--- src/rtl/gfg_fb_pkg.sv ---
// Shared definitions for the frame-buffer raster sequencer: state encoding and
// the default {z, color} pixel layout.
package gfg_fb_pkg;

    typedef enum logic [2:0] {
        ST_IDLE,
        ST_CLEAR,
        ST_DRAW,
        ST_RD,
        ST_CMP
    } fb_state_t;

    localparam int DEF_COLOR_DEPTH = 12;
    localparam int DEF_Z_DEPTH     = 2;
    localparam int DEF_FBW         = DEF_COLOR_DEPTH + DEF_Z_DEPTH;
    localparam int Z_MSB           = DEF_FBW - 1;
    localparam int COLOR_MSB       = DEF_COLOR_DEPTH - 1;

    localparam logic [DEF_Z_DEPTH-1:0] CLEAR_Z = '1;

endpackage

--- src/rtl/fb_scan_counter.sv ---
// Raster-order x/y counter: x fastest, wraps at W-1 then steps y. Exposes the
// next position so the owner can register it alongside the step.
module fb_scan_counter #(
    parameter int W = 80,
    parameter int H = 60,
    localparam int XW = $clog2(W),
    localparam int YW = $clog2(H)
) (
    input  logic          i_clk,
    input  logic          i_arst,
    input  logic          i_clear,
    input  logic          i_step,
    output logic [XW-1:0] o_next_x,
    output logic [YW-1:0] o_next_y,
    output logic          o_last
);

    logic [XW-1:0] x;
    logic [YW-1:0] y;
    logic          x_end, y_end;

    assign x_end  = (x == XW'(W - 1));
    assign y_end  = (y == YW'(H - 1));
    assign o_last = x_end && y_end;

    always_comb begin
        o_next_x = x_end ? '0 : x + 1'b1;
        o_next_y = y;
        if (x_end)
            o_next_y = y_end ? '0 : y + 1'b1;
    end

    always_ff @(posedge i_clk or posedge i_arst) begin
        if (i_arst) begin
            x <= '0;
            y <= '0;
        end else if (i_clear) begin
            x <= '0;
            y <= '0;
        end else if (i_step) begin
            x <= o_next_x;
            y <= o_next_y;
        end
    end

endmodule

--- src/rtl/fb_raster_sequencer.sv ---
// Owns the rasterizer port of the frame buffer: clears on new_frame, then streams
// pixels. Optional depth test (RD/CMP read-modify-write) under GFG_FB_ZTEST_EN.
module fb_raster_sequencer
    import gfg_fb_pkg::*;
#(
    parameter int HORIZ_RESOLUTION = 80,
    parameter int VERT_RESOLUTION  = 60,
    parameter int COLOR_DEPTH      = DEF_COLOR_DEPTH,
    parameter int Z_DEPTH          = DEF_Z_DEPTH,
    parameter logic [COLOR_DEPTH-1:0] CLEAR_COLOR = '0,
    localparam int HW  = $clog2(HORIZ_RESOLUTION),
    localparam int VW  = $clog2(VERT_RESOLUTION),
    localparam int FBW = COLOR_DEPTH + Z_DEPTH
) (
    input  logic                   i_clk,
    input  logic                   i_arst,
    input  logic                   i_new_frame,
    output logic                   o_raster_in_progress,
    input  logic                   i_px_valid,
    output logic                   o_px_ready,
    input  logic [HW-1:0]          i_px_x,
    input  logic [VW-1:0]          i_px_y,
    input  logic [COLOR_DEPTH-1:0] i_px_color,
    input  logic [Z_DEPTH-1:0]     i_px_z,
    input  logic                   i_frame_done,
    output logic [HW-1:0]          o_fb_horiz_write_addr,
    output logic [VW-1:0]          o_fb_vert_write_addr,
    output logic                   o_fb_write_en,
    output logic [FBW-1:0]         o_fb_write_pixel_data,
    output logic [HW-1:0]          o_fb_horiz_read_addr,
    output logic [VW-1:0]          o_fb_vert_read_addr,
    input  logic [FBW-1:0]         i_fb_read_pixel_data,
    output logic [15:0]            o_z_reject_count
);

    fb_state_t state;
    logic      scan_clear, scan_step, scan_last;
    logic [HW-1:0] scan_nx;
    logic [VW-1:0] scan_ny;
    logic      px_in_range;
    logic      unused_rd_bits;

    assign unused_rd_bits = ^i_fb_read_pixel_data;

    // Widened compare so power-of-two resolutions still reject nothing in range.
    assign px_in_range = ({1'b0, i_px_x} < (HW + 1)'(HORIZ_RESOLUTION)) &&
                         ({1'b0, i_px_y} < (VW + 1)'(VERT_RESOLUTION));

    assign scan_clear = (state == ST_IDLE) && i_new_frame;
    assign scan_step  = (state == ST_CLEAR) && !scan_last;

    fb_scan_counter #(.W(HORIZ_RESOLUTION), .H(VERT_RESOLUTION)) u_scan (
        .i_clk    (i_clk),
        .i_arst   (i_arst),
        .i_clear  (scan_clear),
        .i_step   (scan_step),
        .o_next_x (scan_nx),
        .o_next_y (scan_ny),
        .o_last   (scan_last)
    );

`ifdef GFG_FB_ZTEST_EN
    logic [HW-1:0]          px_x;
    logic [VW-1:0]          px_y;
    logic [COLOR_DEPTH-1:0] px_color;
    logic [Z_DEPTH-1:0]     px_z;
`else
    assign o_fb_horiz_read_addr = '0;
    assign o_fb_vert_read_addr  = '0;
    assign o_z_reject_count     = '0;
`endif

    always_ff @(posedge i_clk or posedge i_arst) begin
        if (i_arst) begin
            state                 <= ST_IDLE;
            o_raster_in_progress  <= 1'b0;
            o_px_ready            <= 1'b0;
            o_fb_horiz_write_addr <= '0;
            o_fb_vert_write_addr  <= '0;
            o_fb_write_en         <= 1'b0;
            o_fb_write_pixel_data <= '0;
`ifdef GFG_FB_ZTEST_EN
            o_fb_horiz_read_addr  <= '0;
            o_fb_vert_read_addr   <= '0;
            o_z_reject_count      <= '0;
            px_x                  <= '0;
            px_y                  <= '0;
            px_color              <= '0;
            px_z                  <= '0;
`endif
        end else begin
            o_fb_write_en <= 1'b0;
            case (state)
                ST_IDLE: begin
                    if (i_new_frame) begin
                        // First clear write goes out with the state change.
                        state                 <= ST_CLEAR;
                        o_raster_in_progress  <= 1'b1;
                        o_fb_write_en         <= 1'b1;
                        o_fb_horiz_write_addr <= '0;
                        o_fb_vert_write_addr  <= '0;
                        o_fb_write_pixel_data <= {{Z_DEPTH{1'b1}}, CLEAR_COLOR};
`ifdef GFG_FB_ZTEST_EN
                        o_z_reject_count      <= '0;
`endif
                    end
                end
                ST_CLEAR: begin
                    if (scan_last) begin
                        state      <= ST_DRAW;
                        o_px_ready <= 1'b1;
                    end else begin
                        o_fb_write_en         <= 1'b1;
                        o_fb_horiz_write_addr <= scan_nx;
                        o_fb_vert_write_addr  <= scan_ny;
                    end
                end
                ST_DRAW: begin
                    if (i_px_valid) begin
                        if (px_in_range) begin
`ifdef GFG_FB_ZTEST_EN
                            state                <= ST_RD;
                            o_px_ready           <= 1'b0;
                            o_fb_horiz_read_addr <= i_px_x;
                            o_fb_vert_read_addr  <= i_px_y;
                            px_x                 <= i_px_x;
                            px_y                 <= i_px_y;
                            px_color             <= i_px_color;
                            px_z                 <= i_px_z;
`else
                            o_fb_write_en         <= 1'b1;
                            o_fb_horiz_write_addr <= i_px_x;
                            o_fb_vert_write_addr  <= i_px_y;
                            o_fb_write_pixel_data <= {i_px_z, i_px_color};
`endif
                        end
                    end else if (i_frame_done) begin
                        state                <= ST_IDLE;
                        o_px_ready           <= 1'b0;
                        o_raster_in_progress <= 1'b0;
                    end
                end
`ifdef GFG_FB_ZTEST_EN
                ST_RD: state <= ST_CMP;
                ST_CMP: begin
                    state      <= ST_DRAW;
                    o_px_ready <= 1'b1;
                    if (px_z <= i_fb_read_pixel_data[FBW-1 -: Z_DEPTH]) begin
                        o_fb_write_en         <= 1'b1;
                        o_fb_horiz_write_addr <= px_x;
                        o_fb_vert_write_addr  <= px_y;
                        o_fb_write_pixel_data <= {px_z, px_color};
                    end else if (o_z_reject_count != 16'hFFFF) begin
                        o_z_reject_count <= o_z_reject_count + 16'd1;
                    end
                end
`endif
                default: begin
                    state                <= ST_IDLE;
                    o_px_ready           <= 1'b0;
                    o_raster_in_progress <= 1'b0;
                end
            endcase
        end
    end

endmodule
--- config.mk ---
export PLATFORM = sky130hd
export DESIGN_NAME = fb_raster_sequencer
export DESIGN_NICKNAME = d
export VERILOG_FILES = /design/src/rtl/gfg_fb_pkg.sv /design/src/rtl/fb_scan_counter.sv /design/src/rtl/fb_raster_sequencer.sv
export SDC_FILE = /design/constraint.sdc
export NUM_CORES = 1
export LEC_CHECK = 0
export BUFFER_PORTS_ARGS = -buffer_cell sky130_fd_sc_hd__buf_2
export CORE_ASPECT_RATIO = 1.5
export CORE_MARGIN = 2
export CORE_UTILIZATION = 40
export DETAILED_ROUTE_END_ITERATION = 16
export GPL_TIMING_DRIVEN = 1
export PLACE_DENSITY = 0.67
export RECOVER_POWER = 100
export SETUP_SLACK_MARGIN = 0.05
export SYNTH_ARGS = -nofsm -noshare
export SYNTH_HDL_FRONTEND = slang
export SYNTH_SLANG_ARGS = --single-unit
--- constraint.sdc ---
create_clock -name i_clk -period 2.3 [get_ports i_clk]
set_input_delay 0.575 -clock i_clk [delete_from_list [all_inputs] [get_ports i_clk]]
set_output_delay 0.575 -clock i_clk [all_outputs]
set_load 0.005 [all_outputs]
# Word-level counts from Yosys, hierarchy flattened
# Cells that the tools add are included.
totals:
  elab_cells: 77
  reg_bits: 46
  in_bits: 46
classes:
  n_addsub: 2
  eq_ne: 11
  n_reduce_logical: 14
  n_bitwise: 2
  order_cmp: 2
  n_mux: 37
ops:
  columns: ["cell", "count"]
  rows:
  - ["7-bit 2-to-1 mux", 7]
  - ["6-bit 2-to-1 mux", 8]
  - ["14-bit 2-to-1 mux", 3]
  - ["14-bit case mux with 2 select lines", 1]
  - ["7-bit case mux with 3 select lines", 1]
  - ["6-bit case mux with 3 select lines", 1]
  - ["4-bit AND reduction", 4]
  - ["2-bit inequality test, second input constant", 7]
  - ["3-bit 2-to-1 mux", 4]
  - ["1-bit case mux with 3 select lines", 3]
  - ["3-bit case mux with 3 select lines", 1]
  - ["1-bit 2-to-1 mux", 8]
  - ["7-bit by 1-bit adder with 7-bit output, second input constant", 1]
  - ["7-bit == test, second input constant", 1]
  - ["7-bit less-than comparator, second input constant", 1]
  - ["6-bit by 1-bit adder with 6-bit output, second input constant", 1]
  - ["6-bit == test, second input constant", 1]
  - ["6-bit less-than comparator, second input constant", 1]
  - ["5-bit AND reduction", 1]
  - ["1-bit logical AND", 4]
  - ["2-bit nonzero test", 2]
  - ["3-bit by 1-bit == test with 1-bit output, second input constant", 1]
  - ["3-bit by 2-bit == test with 1-bit output, second input constant", 1]
  - ["3-bit zero test", 1]
  - ["3 further kinds", 4]

# Depth between registers and ports, before layout
# Gate-level depths: netlist of run 1.
depth:
  depth_word: 6
  depth_mapped: 10

# Cells and area by module
# From an unflattened synthesis of run 1, not the netlist that was laid out.
hier_totals:
  cells_unflattened: 312
  area_unflattened_um2: 2904.0
by_module_without_submodules:
  columns: ["mod", "seq_area_each_um2", "area_per_inst_um2", "cells_each", "n_inst"]
  rows:
  - ["fb_raster_sequencer", 800.8, 1904.3, 189, 1]
  - ["fb_scan_counter", 325.3, 999.7, 123, 1]

# Worst setup path before layout of run 1
# Ideal clock, no wire load.
synth_path:
  path_type: "register to register"
  startpoint: "register u_scan.x[4]"
  endpoint: "register o_fb_vert_write_addr[1]"
  path_slack_ps: 432
  path_stages_with_launch: 8
  setup_ps: 129
  t_arrival_ps: 1740
  t_required_ps: 2171
  path_cell_list: "dfrtp_1 > buf_2 > or3b_1 > or2_1 > buf_6 > mux2_4 > a22oi_2 > o21ai_1"
synth_between:
  elab_chain_cells: 4
synth_rtl:
  columns: ["element", "line", "rtl"]
  rows:
  - ["start, declared", "fb_scan_counter.sv:18", "logic [XW-1:0] x;"]
  - ["start signal, assigned", "fb_scan_counter.sv:41", "x <= o_next_x;"]
  - ["7-bit == test (*)", "fb_scan_counter.sv:22", "assign x_end = (x == XW'(W - 1));"]
  - ["6-bit 2-to-1 mux / 1-bit logical AND (equally long branches)", "fb_scan_counter.sv:29, fb_scan_counter.sv:24", null]
  - ["6-bit 2-to-1 mux / 2-bit inequality test (equally long branches)", null, null]
  - ["6-bit case mux with 3 select lines / 5-bit AND reduction (equally long branches)", null, null]
  - ["end signal, assigned", "fb_raster_sequencer.sv:115", "o_fb_vert_write_addr <= scan_ny;"]
  - ["end signal, assigned", "fb_raster_sequencer.sv:133", "o_fb_vert_write_addr <= i_px_y;"]
  - ["end, declared", "fb_raster_sequencer.sv:27", "output logic [VW-1:0] o_fb_vert_write_addr,"]
# Every way passes the cells marked *; elsewhere a longest branch is shown, timed or not. The select of a mux whose other input is x is not followed.
# A chain may end at the register's enable or synchronous reset.

# Worst setup path after layout of run 1
layout_path:
  startpoint: "register u_scan.x[0]"
  endpoint: "register o_fb_vert_write_addr[1]"
# Same word-level chain as after synthesis.

==> metrics.md, run 1 <==
| Metric | Value |
|---|---|
| Run status | complete, no violations |
| Worst Setup Start Kind | flip-flop |
| Syn avg cell area | 9.776 um^2 |
| Wire length per cell | 13.51 um |
| Fraction of layout cells with a size suffix above 1 | 0.2195 |
| Total die area | 7073 um^2 |
| Bufs on Longest Clock Path | 2 |
| DRT Pass-1 Iters | 4 |
| Final ANT Viol Nets | 0 |
| Max-cap violations | 0 |
| Flop2flop setup slack | 190 ps |
| Core region area | 6175 um^2 |
| Port Buf Inserts | 61 |
| Number of global-route vias before repair | 1908 |
| Min Tclk post-route | 2113 ps |
| Routed WL | 5.433 mm |
| Final cycle utilization of the critical path | 0.9188 |
| Largest net degree at the start of global routing | 19 |
| First-pass GRT wire length | 8.907 mm |
| Layout area overhead | 15.05% |
| Leak | 1.394 nW |
| Post-synth top area cell | dfrtp_1 |
| Iter 0 DRT Violations | 52 |
| Root Buffer | clkbuf_8 |
| Post-CTS setup buffer count | 0 |
| Worst Tran Pin Value | 952.9 ps |
| Ys flop type | dfrtp_1 |
| Relative slew slack | 0.3648 |
| Via count | 2040 |
| Largest cells by area after synthesis | dfrtp_1 44%, buf_4 8.8%, a22o_1 4.4%, nand2_1 3.2%, a21oi_1 2.9% |
| Setup CP Type | flip-flop to flip-flop |
| Top cell type's share of synthesized area | 0.4397 |
| Sequential area share after synthesis | 0.4397 |
| Peak Freq | 473.2 MHz |
| Row cnt | 35 |
| Register bit total from synthesis | 45 |
| CP endpoint kind | flip-flop |
| CTS Sinks | 45 |
| Initial antenna violation count | 0 |
| Worst EP required | 2480 ps |
| Total gr overflow | 0 |
| CTS H-tree lvls | 2 |
| RSZ-0062 raised after global routing | false |
| Setup violations, final | 0 |
| Fill cells | 609 |
| Setup TNS Final | 0 ps |
| Setup Skew | 3.409 ps |
| Warnings, synthesis | 0 |
| Synth unique cells | 51 |
| Synth Instances | 262 |
| Post-synth EDFFs | 0 |
| CTS tree | built |
| Diodes inserted | 0 |
| Power per cell area | 481.5 nW/um^2 |
| Worst-path clk slew | 80 ps |
| Crit path DAT | 2290 ps |
| Clock latency on the worst-skew pair | 290 ps |
| DR DRC count | 0 |
| Vias per std cell | 5.075 |
| Hold Fails Final Rpt | 0 |
| Post-Syn Area | 2561 um^2 |
| I/O Pins | 105 |
| Max Slew Vio Count | 0 |
| GRT Util Overall | 0.1564 |
| Nets | 380 |
| Placed Area | 2875 um^2 |
| Starting density of the core | 0.4148 |
| Die Y | 102.0 um |
| Routability Congestion | 0.8600 |
| Die width | 69.34 um |
| Worst hold path type | input pin to asynchronous set/reset pin |
| VDD IR max | 229.9 uV |
| TritonCTS Buffers | 5 |
| Max FO, Critical Path | 9 |
| Post-DP HPWL | 4.241 mm |
| Design area | 2947 um^2 |
| Post-synth ARST share | 1.000 |
path summary, 6_finish.rpt:
kind | from | cells after the start | end
max | u_scan.x[0] | 6 | o_fb_vert_write_addr[1]
min | i_arst | 2 | o_fb_horiz_write_addr[3]
max reg2reg | u_scan.x[0] | 6 | o_fb_vert_write_addr[1]
min reg2reg | o_fb_vert_write_addr[2] | 2 | o_fb_vert_write_addr[2]
max in group asynchronous | i_arst | 3 | o_fb_write_pixel_data[12]
min in group i_clk | o_fb_vert_write_addr[2] | 2 | o_fb_vert_write_addr[2]
worst max-delay path: stages, from the launching register on:
cell,delay (ps)
dfrtp_1,410
ha_1,260
nand3_1,300
or2_1,470
mux2_4,350
a22oi_2,140
o21ai_1,70
power by group:
| group | internal [mW] | leakage [nW] | switching, mW |
|---|---|---|---|
| sequential | 0.790 | 0.526 | 0 |
| combinational | 0.0203 | 0.814 | 0.0391 |
| clock | 0.316 | 0.0540 | 0.253 |
cells in the final DEF, fill, tap and decap left out, types with 2 or more instances in the layout:
master and instances:
buf_2 47, dfrtp_1 45, conb_1 29, nand2_1 22
clkbuf_1 18, o21ai_0 15, a21oi_1 15, a22o_1 13
nor2_1 12, buf_4 9, o31ai_1 8, xnor2_1 8
inv_1 7, a22oi_1 7, nor3_1 6, ha_1 6
nand3_1 5, clkbuf_8 5, xor2_1 4, nor2b_1 3
a32oi_1 3, and3_1 3, a31oi_1 3, nand4b_1 2
nand4_1 2, or2_1 2, mux2_2 2, or3_1 2
sequential cells by signal, indices dropped and copies added, names as in the netlist:
register / cells
o_raster_in_progress: 1
o_fb_horiz_write_addr: 7
o_px_ready: 1
u_scan.x: 7
o_fb_write_pixel_data: 14
u_scan.y: 6
o_fb_vert_write_addr: 6
state: 2
o_fb_write_en: 1
cells in the mapped netlist (all sizes together), types with 5 or more instances:
cell type and count:
o31ai 9, buf 36, nor2 12, inv 8, a22oi 8, clkbuf 7, a21oi 15, nor3 7
ha 6, nand3 5, dfrtp 45, o21ai 16, xnor2 8, nand2 22, a22o 13
area by class of cell:
class                           instances  area [um^2]  area share
Timing Repair Buffer                   74        370.4      0.1257
Multi-Input combinational cell        194         1224      0.4153
Sequential cell                        45         1126      0.3822
Clock buffer                            5        68.82     0.02335
Inverter                                8        30.03     0.01019
Tap cell                               74        92.59     0.03142
Clock inverter                          2        35.03     0.01189
layer usage:
layer	vias up	wire (um)	track usage
li1	1007	-	-
met1	950	2193	0.1711
met2	76	2841	0.2936
met3	7	279	0.03057
met4	0	118	0.06787
met5	-	0	0
through the flow:
| step | std cells | util | power (mW) | hold WS, ps | worst slack, ps |
|---|---|---|---|---|---|
| 6_report | 402 | 0.4772 | 1.419 | 196.5 | 186.7 |
| 5_1_grt | 402 | 0.4772 | 1.469 | 232.9 | 30.69 |
| 4_1_cts | 402 | 0.4825 | 1.442 | 206.3 | 175.3 |
| 3_5_place_dp | 395 | 0.4657 | 0.8674 | 462.9 | 154.3 |
| 3_3_place_gp | 395 | 0.4657 | 0.8667 | 456.1 | 201.1 |
| 2_1_floorplan | 290 | - | 0.8657 | 470.9 | 431.9 |
timing repair:
item / CTS / global route
hold buffers: 0 / 0
setup endpoints to repair: 0 / 8
resized for setup: 0 / 2
cell families after synthesis:
| group | Yosys count | share of synthesized area |
|---|---|---|
| multiplexers | 4 | 0.01856 |
| AND/OR/NAND/NOR | 73 | 0.1568 |
| adder cells (fa/ha/maj) | 6 | 0.02931 |
| flip-flops | 45 | 0.4397 |
| buffers and inverters | 51 | 0.1236 |
| other | 1 | 0.001464 |
| XOR/XNOR | 12 | 0.04104 |
| AO/OA/AOI/OAI | 70 | 0.1896 |
No activity file was read; power rests on OpenSTA's default activity.
==> run 2, diff against run 1 <==
--- a/config.mk
+++ b/config.mk
@@ -7,3 +7,2 @@
 export LEC_CHECK = 0
-export BUFFER_PORTS_ARGS = -buffer_cell sky130_fd_sc_hd__buf_2
 export CORE_ASPECT_RATIO = 1.5
@@ -12,4 +11,6 @@
 export DETAILED_ROUTE_END_ITERATION = 16
+export DONT_BUFFER_PORTS = 1
 export GPL_TIMING_DRIVEN = 1
-export PLACE_DENSITY = 0.67
+export HOLD_SLACK_MARGIN = 0.03
+export PLACE_DENSITY = 0.53
 export RECOVER_POWER = 100
--- a/constraint.sdc
+++ b/constraint.sdc
@@ -3,2 +3,2 @@
 set_output_delay 0.575 -clock i_clk [all_outputs]
-set_load 0.005 [all_outputs]
+set_load 0.02 [all_outputs]
==> metrics.md, run 2 (same netlist as run 1, synthesis figures left out) <==
| Metric | Value |
|---|---|
| CTS tree | built |
| Vias per std cell | 5.277 (+4.0%) |
| Placed Instances | 335 (-15%) |
| Setup Skew | 4.778 ps (+1.369 ps) |
| Power per cell area | 548.5 nW/um^2 (+14%) |
| Largest net degree at the start of global routing | 28 (+9) |
| Biggest regs | o_fb_write_pixel_data (14), o_fb_horiz_write_addr (7), u_scan.x (7) |
| Die width | 69.34 um (unchanged) |
| Min Tclk post-route | 2044 ps (-69.01 ps) |
| Root Buffer | clkbuf_8 |
| Setup CP Type | flip-flop to flip-flop |
| Bufs on Longest Clock Path | 2 (unchanged) |
| Commonest non-fill, non-tap cells in the layout | 45 x dfrtp_1, 29 x conb_1, 22 x nand2_1 |
| Setup TNS Final | 0 ps (unchanged) |
| Worst hold path type | input pin to asynchronous set/reset pin |
| Max Slew Vio Count | 0 (unchanged) |
| Pre-CTS WS | 170.7 ps (+16.41 ps) |
| Nets | 320 (-16%) |
| Fraction of layout cells with a size suffix above 1 | 0.1004 (-0.1191) |
| Number of flip-flops under the largest register name | 14 (unchanged) |
| TritonCTS Buffers | 5 (unchanged) |
| Run status | complete, no violations |
| GRT Util Overall | 0.1585 (+0.002087) |
| Wire length per cell | 15.78 um (+17%) |
| First-pass GRT wire length | 8.887 mm (-0.22%) |
| Final cycle utilization of the critical path | 0.8888 (-0.03000) |
| Relative slew slack | 0.2219 (-0.1429) |
| I/O Pins | 105 (unchanged) |
| Hold Fails Final Rpt | 0 (unchanged) |
| CTS H-tree lvls | 2 (unchanged) |
| Total gr overflow | 0 (unchanged) |
| Routability Congestion | 0.7482 (-13%) |
| Layout area overhead | 4.885% |
| Total die area | 7073 um^2 (unchanged) |
| Biggest register | o_fb_write_pixel_data |
| Die Y | 102.0 um (unchanged) |
| Worst EP required | 2490 ps (about the same) |
| Number of global-route vias before repair | 1800 (-5.7%) |
| Row cnt | 35 (unchanged) |
| Core region area | 6175 um^2 (unchanged) |
| Post-CTS setup buffer count | 0 (unchanged) |
| Final ANT Viol Nets | 0 (unchanged) |
| Post-DP HPWL | 4.317 mm (+1.8%) |
| Most common cell after layout, fill and taps aside | dfrtp_1 |
| WHS | 172.0 ps (-24.47 ps) |
| Via count | 1810 (-11%) |
| Iter 0 DRT Violations | 44 (-15%) |
| Leak | 1.199 nW (-14%) |
| Clock latency on the worst-skew pair | 300 ps (about the same) |
| DR DRC count | 0 (unchanged) |
| Max FO, Critical Path | 9 (unchanged) |
| DRT Pass-1 Iters | 4 (unchanged) |
| Setup violations, final | 0 (unchanged) |
| Routed WL | 5.411 mm (-0.40%) |
| Initial antenna violation count | 0 (unchanged) |
| Power, Total | 1.473 mW (+3.8%) |
| Worst Tran Pin Value | 1167 ps (+214.3 ps) |
| Starting density of the core | 0.4148 (unchanged) |
| CTS Sinks | 45 (unchanged) |
| RSZ-0062 raised after global routing | false |
| Worst-path clk slew | 90 ps (about the same) |
| CP endpoint kind | flip-flop |
| Peak Freq | 489.2 MHz (+3.4%) |
| Port Buf Inserts | 0 (-100%) |
| Worst Setup Start Kind | flip-flop |
| Fin worst setup slack | 255.7 ps (+69.01 ps) |
| Fill cells | 624 (+2.5%) |
| VDD IR max | 249.8 uV (+8.6%) |
| Diodes inserted | 0 (unchanged) |
| Max-cap violations | 0 (unchanged) |
| Fin cells | 343 (-15%) |
| Crit path DAT | 2230 ps (-60 ps) |
[run 2: cell count changes in the layout (fill, tap and decap cells not counted), sizes merged]
cell	change
buf	-47
clkbuf	-13
clkinv	-1
clkinvlp	+1
dlymetal6s4s	+1
[run 2: stage by stage]
step                  util  area (um^2)
floorplan                -         2666
global placement    0.4195         2590
detailed placement  0.4195         2590
CTS                 0.4389         2710
global route        0.4351         2686
finish              0.4351         2686
[run 2: metal layers]
metal | global-route usage | part of all wire | vias up
li1 | - | - | 882
met1 | 0.1703 | 0.39 | 853
met2 | 0.2959 | 0.53 | 65
met3 | 0.03846 | 0.058 | 10
met4 | 0.06787 | 0.021 | 0
met5 | 0 | 0 | -
[run 2: report_power, final]
group | leakage (nW) | switching (mW) | internal [mW] | total, mW
clock | 0.0574 | 0.269 | 0.353 | 0.623
sequential | 0.526 | 0 | 0.790 | 0.790
combinational | 0.615 | 0.0578 | 0.00276 | 0.0605
[run 2: final timing paths]
check                             from                  endpoint  slack, ps  depth (start not counted)
max                        u_scan.x[0]   o_fb_vert_write_addr[1]        260                          6
min                             i_arst                  state[1]        170                          1
max reg2reg                u_scan.x[0]   o_fb_vert_write_addr[1]        260                          6
min reg2reg                u_scan.x[1]               u_scan.x[1]        570                          2
max in group asynchronous       i_arst  o_fb_horiz_write_addr[5]        590                          2
min in group i_clk         i_new_frame                  state[0]        420                          2
[run 2: layout make-up]
class                           count  area (um^2)  area share
Tap cell                           74        92.59     0.03447
Clock inverter                      2        37.54     0.01397
Inverter                            8        30.03     0.01118
Multi-Input combinational cell    194         1221      0.4546
Sequential cell                    45         1126      0.4192
Timing Repair Buffer               14        96.34     0.03586
Clock buffer                        6        82.58     0.03074
[run 2: what timing repair did]
action | CTS | global route
hold buffers | 0 | 0
resized for setup | 0 | 2
setup endpoints to repair | 0 | 6
[run 2: critical path: stages (launching register included)]
cell     delay, ps
dfrtp_1        400
ha_1           240
nand3_1        320
or2_4          420
mux2_4         320
a22oi_1        170
o21ai_1         80
